<file path="config.mk">
export PLATFORM = sky130hd
export DESIGN_NAME = sync_fifo_flat
export DESIGN_NICKNAME = d
export VERILOG_FILES = /design/src/rtl/sync_fifo_pkg.sv /design/src/rtl/sync_fifo_if.sv /design/src/rtl/sync_fifo_ram.sv /design/src/rtl/sync_fifo.sv /design/src/flat_wrapper.sv
export SDC_FILE = /design/constraint.sdc
export NUM_CORES = 1
export LEC_CHECK = 0
export CORE_MARGIN = 2
export CORE_UTILIZATION = 48
export CTS_CLUSTER_SIZE = 25
export DETAILED_ROUTE_END_ITERATION = 16
export PLACE_DENSITY = 0.67
export SLEW_MARGIN = 15
export SYNTH_ARGS = -nofsm -noshare
export SYNTH_HDL_FRONTEND = slang
export SYNTH_SLANG_ARGS = --single-unit
</file>
<file path="constraint.sdc">
create_clock -name clk -period 2.4 [get_ports clk]
set_input_delay 0.48 -clock clk [delete_from_list [all_inputs] [get_ports clk]]
set_output_delay 0.48 -clock clk [all_outputs]
set_load 0.01 [all_outputs]
</file>
<file path="src/rtl/sync_fifo_pkg.sv">
// sync_fifo shared package: pointer width helper and pipeline limit.
// Optional flag outputs are enabled with SYNC_FIFO_FLAGS_EN.
package sync_fifo_pkg;

  localparam int R_MAX = 4;

  function automatic int ptr_w(input int d);
    return $clog2(d) + 1;
  endfunction

endpackage

</file>
<file path="src/rtl/sync_fifo_if.sv">
// sync_fifo data/handshake bundle with producer/consumer views.
// data_count/overflow/underflow exist only with SYNC_FIFO_FLAGS_EN.
interface sync_fifo_if #(
  parameter int W = 16,
  parameter int D = 64
) ();
  import sync_fifo_pkg::*;

  logic [W-1:0] din;
  logic         wr_en;
  logic         full;
  logic         rd_en;
  logic [W-1:0] dout;
  logic         empty;
`ifdef SYNC_FIFO_FLAGS_EN
  logic [ptr_w(D)-1:0] data_count;
  logic                overflow;
  logic                underflow;
`endif

  modport master (
    output din, wr_en, rd_en,
`ifdef SYNC_FIFO_FLAGS_EN
    input  data_count, overflow, underflow,
`endif
    input  full, dout, empty
  );

  modport slave (
    input  din, wr_en, rd_en,
`ifdef SYNC_FIFO_FLAGS_EN
    output data_count, overflow, underflow,
`endif
    output full, dout, empty
  );

endinterface

</file>
<file path="src/rtl/sync_fifo_ram.sv">
// sync_fifo storage: simple dual-port RAM, one write port and one
// read port with a registered output that resets to zero.
module sync_fifo_ram #(
  parameter int W = 16,
  parameter int D = 64
) (
  input  logic                 clk,
  input  logic                 srst_n,
  input  logic                 we_i,
  input  logic [$clog2(D)-1:0] waddr_i,
  input  logic [W-1:0]         wdata_i,
  input  logic                 re_i,
  input  logic [$clog2(D)-1:0] raddr_i,
  output logic [W-1:0]         rdata_o
);

  logic [W-1:0] mem_q [D];
  logic [W-1:0] rdata_q;

  // Array write; contents deliberately survive reset
  always_ff @(posedge clk) begin
    if (we_i) mem_q[waddr_i] <= wdata_i;
  end

  // Output register only loads on an accepted read
  always_ff @(posedge clk or negedge srst_n) begin
    if (!srst_n) rdata_q <= '0;
    else if (re_i) rdata_q <= mem_q[raddr_i];
  end

  assign rdata_o = rdata_q;

endmodule

</file>
<file path="src/rtl/sync_fifo.sv">
// sync_fifo top: pointers, registered flags, read pipeline.
// Define SYNC_FIFO_FLAGS_EN for data_count/overflow/underflow.
module sync_fifo #(
  parameter int W = 16,
  parameter int D = 64,
  parameter int R = 0
) (
  input  logic      clk,
  input  logic      srst_n,
  sync_fifo_if.slave bus
);
  import sync_fifo_pkg::*;

  localparam int PW = ptr_w(D);
  localparam int AW = PW - 1;
  localparam int RP = (R > R_MAX) ? R_MAX :
                      ((R < 0) ? 0 : R);
  localparam logic [PW-1:0] ONE = PW'(1);

  logic [PW-1:0] wptr_q, wptr_d;
  logic [PW-1:0] rptr_q, rptr_d;
  logic          full_q, full_d;
  logic          empty_q, empty_d;
  logic          wr_acc, rd_acc;
  logic [W-1:0]  ram_rdata;

  // Accept decisions and next pointers/flags
  always_comb begin
    wr_acc  = bus.wr_en && !full_q;
    rd_acc  = bus.rd_en && !empty_q;
    wptr_d  = wr_acc ? wptr_q + ONE : wptr_q;
    rptr_d  = rd_acc ? rptr_q + ONE : rptr_q;
    empty_d = (wptr_d == rptr_d);
    full_d  = (wptr_d[AW] != rptr_d[AW]) &&
              (wptr_d[AW-1:0] == rptr_d[AW-1:0]);
  end

  // Pointer and flag registers
  always_ff @(posedge clk or negedge srst_n) begin
    if (!srst_n) begin
      wptr_q  <= '0;
      rptr_q  <= '0;
      full_q  <= 1'b0;
      empty_q <= 1'b1;
    end else begin
      wptr_q  <= wptr_d;
      rptr_q  <= rptr_d;
      full_q  <= full_d;
      empty_q <= empty_d;
    end
  end

  sync_fifo_ram #(
    .W (W),
    .D (D)
  ) u_ram (
    .clk     (clk),
    .srst_n  (srst_n),
    .we_i    (wr_acc),
    .waddr_i (wptr_q[AW-1:0]),
    .wdata_i (bus.din),
    .re_i    (rd_acc),
    .raddr_i (rptr_q[AW-1:0]),
    .rdata_o (ram_rdata)
  );

  generate
    if (RP == 0) begin : g_nopipe
      assign bus.dout = ram_rdata;
    end else begin : g_pipe
      logic [W-1:0] pipe_q [RP];

      // Free-running delay line behind the RAM register
      always_ff @(posedge clk or negedge srst_n) begin
        if (!srst_n) begin
          for (int i = 0; i < RP; i++) pipe_q[i] <= '0;
        end else begin
          pipe_q[0] <= ram_rdata;
          for (int i = 1; i < RP; i++)
            pipe_q[i] <= pipe_q[i-1];
        end
      end

      assign bus.dout = pipe_q[RP-1];
    end
  endgenerate

  assign bus.full  = full_q;
  assign bus.empty = empty_q;

`ifdef SYNC_FIFO_FLAGS_EN
  logic [PW-1:0] cnt_q, cnt_d;
  logic          ovf_q, unf_q;

  // Pointer difference is the occupancy, 0..D
  always_comb begin
    cnt_d = wptr_d - rptr_d;
  end

  // Occupancy and one-cycle reject pulses
  always_ff @(posedge clk or negedge srst_n) begin
    if (!srst_n) begin
      cnt_q <= '0;
      ovf_q <= 1'b0;
      unf_q <= 1'b0;
    end else begin
      cnt_q <= cnt_d;
      ovf_q <= bus.wr_en && full_q;
      unf_q <= bus.rd_en && empty_q;
    end
  end

  assign bus.data_count = cnt_q;
  assign bus.overflow   = ovf_q;
  assign bus.underflow  = unf_q;
`endif

endmodule

</file>
<file path="src/flat_wrapper.sv">
// flat-port wrapper written by rule: the top's interface ports become plain ports
module sync_fifo_flat import sync_fifo_pkg::*;
#(
  parameter int W = 16,
  parameter int D = 64,
  parameter int R = 0
)
  (clk, srst_n, bus_din, bus_wr_en, bus_rd_en, bus_full, bus_dout, bus_empty);
  sync_fifo_if #(.W(W), .D(D)) bus_i ();
  input  logic clk;
  input  logic srst_n;
  input wire logic [$bits(bus_i.din)-1:0] bus_din;
  input wire logic [$bits(bus_i.wr_en)-1:0] bus_wr_en;
  input wire logic [$bits(bus_i.rd_en)-1:0] bus_rd_en;
  output wire logic [$bits(bus_i.full)-1:0] bus_full;
  output wire logic [$bits(bus_i.dout)-1:0] bus_dout;
  output wire logic [$bits(bus_i.empty)-1:0] bus_empty;
  assign bus_i.din = bus_din;
  assign bus_i.wr_en = bus_wr_en;
  assign bus_i.rd_en = bus_rd_en;
  assign bus_full = bus_i.full;
  assign bus_dout = bus_i.dout;
  assign bus_empty = bus_i.empty;
  sync_fifo #(.W(W), .D(D), .R(R)) u_core (.clk(clk), .srst_n(srst_n), .bus(bus_i));
endmodule
</file>
==> impl_metrics.csv <==
group,metric,value,unit
run_status,status,"complete, but fails checks",
run_status,failed_checks,"setup timing",
floorplan,initial_core_util,48.3,%
timing,layout_min_cycle_time,2.44,ns
setup_path,critPathLaunchType,"flop",
placed_design,gp_congestion,0.898,
layout,antenna_cells,0,
synthesis,synthCells,2022,
floorplan,num_rows,107,
layout,area_growth,22.3,%
drt,route.antenna.remaining_nets,0,
timing,fmax,409,MHz
layout,stdcell_area,0.0503,mm²
worst_hold_path,hp-class,"in -> async",
power,combPwrFrac,33.6,%
clock_tree,cts_buffer_depth,3,
placed_design,portBuffers,37,
floorplan,die_w,297,µm
floorplan,io_pins,38,
power,p_clk_share,28.1,%
synthesis,synth_area_leaders,"edfxtp_1 75%, mux4_2 11%, dfrtp_1 1.9%",
drt,routedWlPerCell,28.8,µm
placed_design,placed_cell_area,0.0453,mm²
timing,fin_crit_sh,102,%
power,power_leakage,0.0163,µW
floorplan,die_area,0.0879,mm²
timing,hold_viol,0,
grt,track_usage,23.7,%
clock_tree,clk-insertion-delay-late,0.66,ns
job,timing.max_cap.violations,0,
setup_path,critPathKind,"reg -> reg",
timing,fin_skew,0.0265,ns
synthesis,synth_edf_count,1024,
synthesis,synth.distinct_cells,57,
power,p_int,39600,µW
floorplan,die-height,297,µm
placed_design,hpwlAfterDp,62800,µm
layout,fin_nets,2396,
synthesis,synth_warnings,0,
setup_path,cp_max_fo,7,
power,peakVddDrop,0.000838,V
grt,grt_max_degree,65,
synthesis,ys.flop_type,"edfxtp_1",
timing,setup_tns,-0.0658,ns
grt,grt_pass1_wl,149000,µm
power,seq_power_share,38.3,%
setup_path,cp-end-kind,"flop",
synthesis,synth_nets,2044,
synthesis,ys_ff_latch,1056,
grt,antenna_found_initial,4,
synthesis,async_flop_share,3.03,%
drt,route.detailed.drc,0,
setup_path,crit_arrival,3.00,ns
drt,num_vias,21600,
drt,drt_wl_total,104000,µm
timing,fin_ws,-0.0423,ns
clock_tree,htreeDepth,3,
drt,viasPerCell,6.01,
layout,fillers,5990,
clock_tree,clk_pin_slew,0.06,ns
clock_tree,clock_sinks,1056,
drt,firstDrtPassIters,5,
grt,grt-ovfl-total,0,
setup_path,critPathRequiredTime,2.96,ns
timing,worst_slew_pin_slew,0.853,ns
power,switching_share,30.4,%
synthesis,syn_area,0.0411,mm²
power,p_sw,17300,µW
synthesis,syn_area_per_cell,20.3,µm²
synthesis,yosys.area.top_type,"edfxtp_1",
floorplan,core-area,0.0850,mm²
clock_tree,cts_inserted_buffers,104,
drt,drtIter0Drc,2522,
clock_tree,cts_tree,"yes",
timing,rsz0062_at_grt,"yes",
layout,fin_util,59.1,%
synthesis,seq_area_frac_synth,76.8,%
power,total_power,56900,µW
layout,layout-drive-gt1-share,34.6,%
synthesis,synth.top_cell.area_share,74.8,%
timing,relSlewSlack,43.1,%
clock_tree,cts_root_buf,"clkbuf_16",
timing,slew_violations,0,
grt,grt_pass1_vias,21300,
timing,setup_viol,3,
power,power.density,1130,mW/mm²
==> cells in the final DEF, fill, tap and decap left out, types with 24 or more instances in the layout <==
master and n:
dfrtp_1 26, buf_4 205, mux2_2 34, buf_12 86, mux2i_1 25, nand2_1 33
clkbuf_16 112, mux4_2 205, edfxtp_1 1024, a21oi_1 31, nor2_1 102, a211oi_1 58
clkbuf_1 24, o21ai_0 29, nor2b_1 69
==> metrics by stage <==
stage	setup slack [ns]	cells	hold WS, ns
final	-0.0423	3603	0.260
after global routing	-0.0872	3603	0.273
after CTS	-0.0447	3581	0.229
after detailed placement	-0.735	3371	0.516
after global placement	-0.695	3371	0.506
after floorplan	0.0742	2022	0.184
==> cells in the mapped netlist (21+ instances only) <==
cell       count
buf_2         35
dfrtp_1       31
clkbuf_1      37
a21oi_1       32
o21ai_0       35
a2111oi_0     21
inv_1         21
edfxtp_1    1024
mux4_2       204
nor2b_1       69
a211oi_1      65
mux2_2        34
nand2_1       33
nor2_1       117
mux2i_1       32
==> area by class of cell <==
| class | instances | area (µm²) | area share, % |
|---|---|---|---|
| inverters | 21 | 78.8 | 0.157 |
| clock buffers | 136 | 2830 | 5.62 |
| repair buffers | 365 | 4290 | 8.53 |
| multi-input cells | 826 | 9530 | 19.0 |
| clock inverters | 55 | 537 | 1.07 |
| flip-flops and latches | 1056 | 31600 | 62.8 |
| well taps | 1144 | 1430 | 2.85 |
==> logic make-up after synthesis <==
group / Yosys count / share of synthesized area [%]
adders and majority gates: 2 / 0.0609
AOI/OAI and AO/OA: 233 / 3.93
buffers and inverters: 140 / 2.08
xor gates and xnor gates: 13 / 0.295
DFF: 1056 / 76.8
muxes: 274 / 13.2
and+or+nand+nor: 304 / 3.69
==> per-layer routing <==
metal / track usage, % / share of wire, % / vias up
met5: 0 / 0.013 / -
met4: 6.11 / 2.8 / 2
met3: 4.80 / 8.5 / 158
met2: 37.9 / 48 / 964
met1: 33.8 / 41 / 11500
li1: - / - / 9064
==> what timing repair did <==
item	4_1_cts	5_1_grt
gates cloned	6	6
endpoints found under the setup margin	18	19
hold buffers	0	0
resized for setup	116	98
setup buffers	13	16
pin swaps	27	26
==> registers in the layout, indices dropped and copies added, names as in the netlist <==
register	cells
u_core.u_ram.mem_q	1024
u_core.rptr_q	7
u_core.bus.empty	1
u_core.wptr_q	7
u_core.u_ram.rdata_o	16
u_core.bus.full	1
==> worst max-delay path, stage by stage, from the launching register on <==
cell and delay, ns:
dfrtp_4 0.42, buf_12 0.19, buf_16 0.14, buf_12 0.12, ha_4 0.13, nand3b_1 0.20, buf_4 0.21, nor3_2 0.25
xnor2_2 0.13, xnor2_2 0.26, nor4b_4 0.27
==> power groups by stage <==
stage	Clock [µW]	Combinational, µW	Sequential [µW]
finish	16000	19200	21800
global route	16900	20100	21900
CTS	16200	17600	21700
detailed placement	0	15800	22100
global placement	0	15600	22100
floorplan	0	9600	21800
==> path summary, 6_finish.rpt <==
| kind | start | to | slack [ns] | depth (start not counted) |
|---|---|---|---|---|
| worst max-delay path | u_core.rptr_q[0] | u_core.bus.empty | -0.04 | 10 |
| worst min-delay path | srst_n | u_core.wptr_q[0] | 0.26 | 2 |
| worst max register to register | u_core.rptr_q[0] | u_core.bus.empty | -0.04 | 10 |
| worst min register to register | u_core.wptr_q[6] | u_core.wptr_q[6] | 0.56 | 2 |
| max in group asynchronous | srst_n | u_core.rptr_q[0] | 1.75 | 2 |
| min in group clk | bus_din[1] | u_core.u_ram.mem_q[42][1] | 0.29 | 1 |
(Power assumes the default switching activity.)
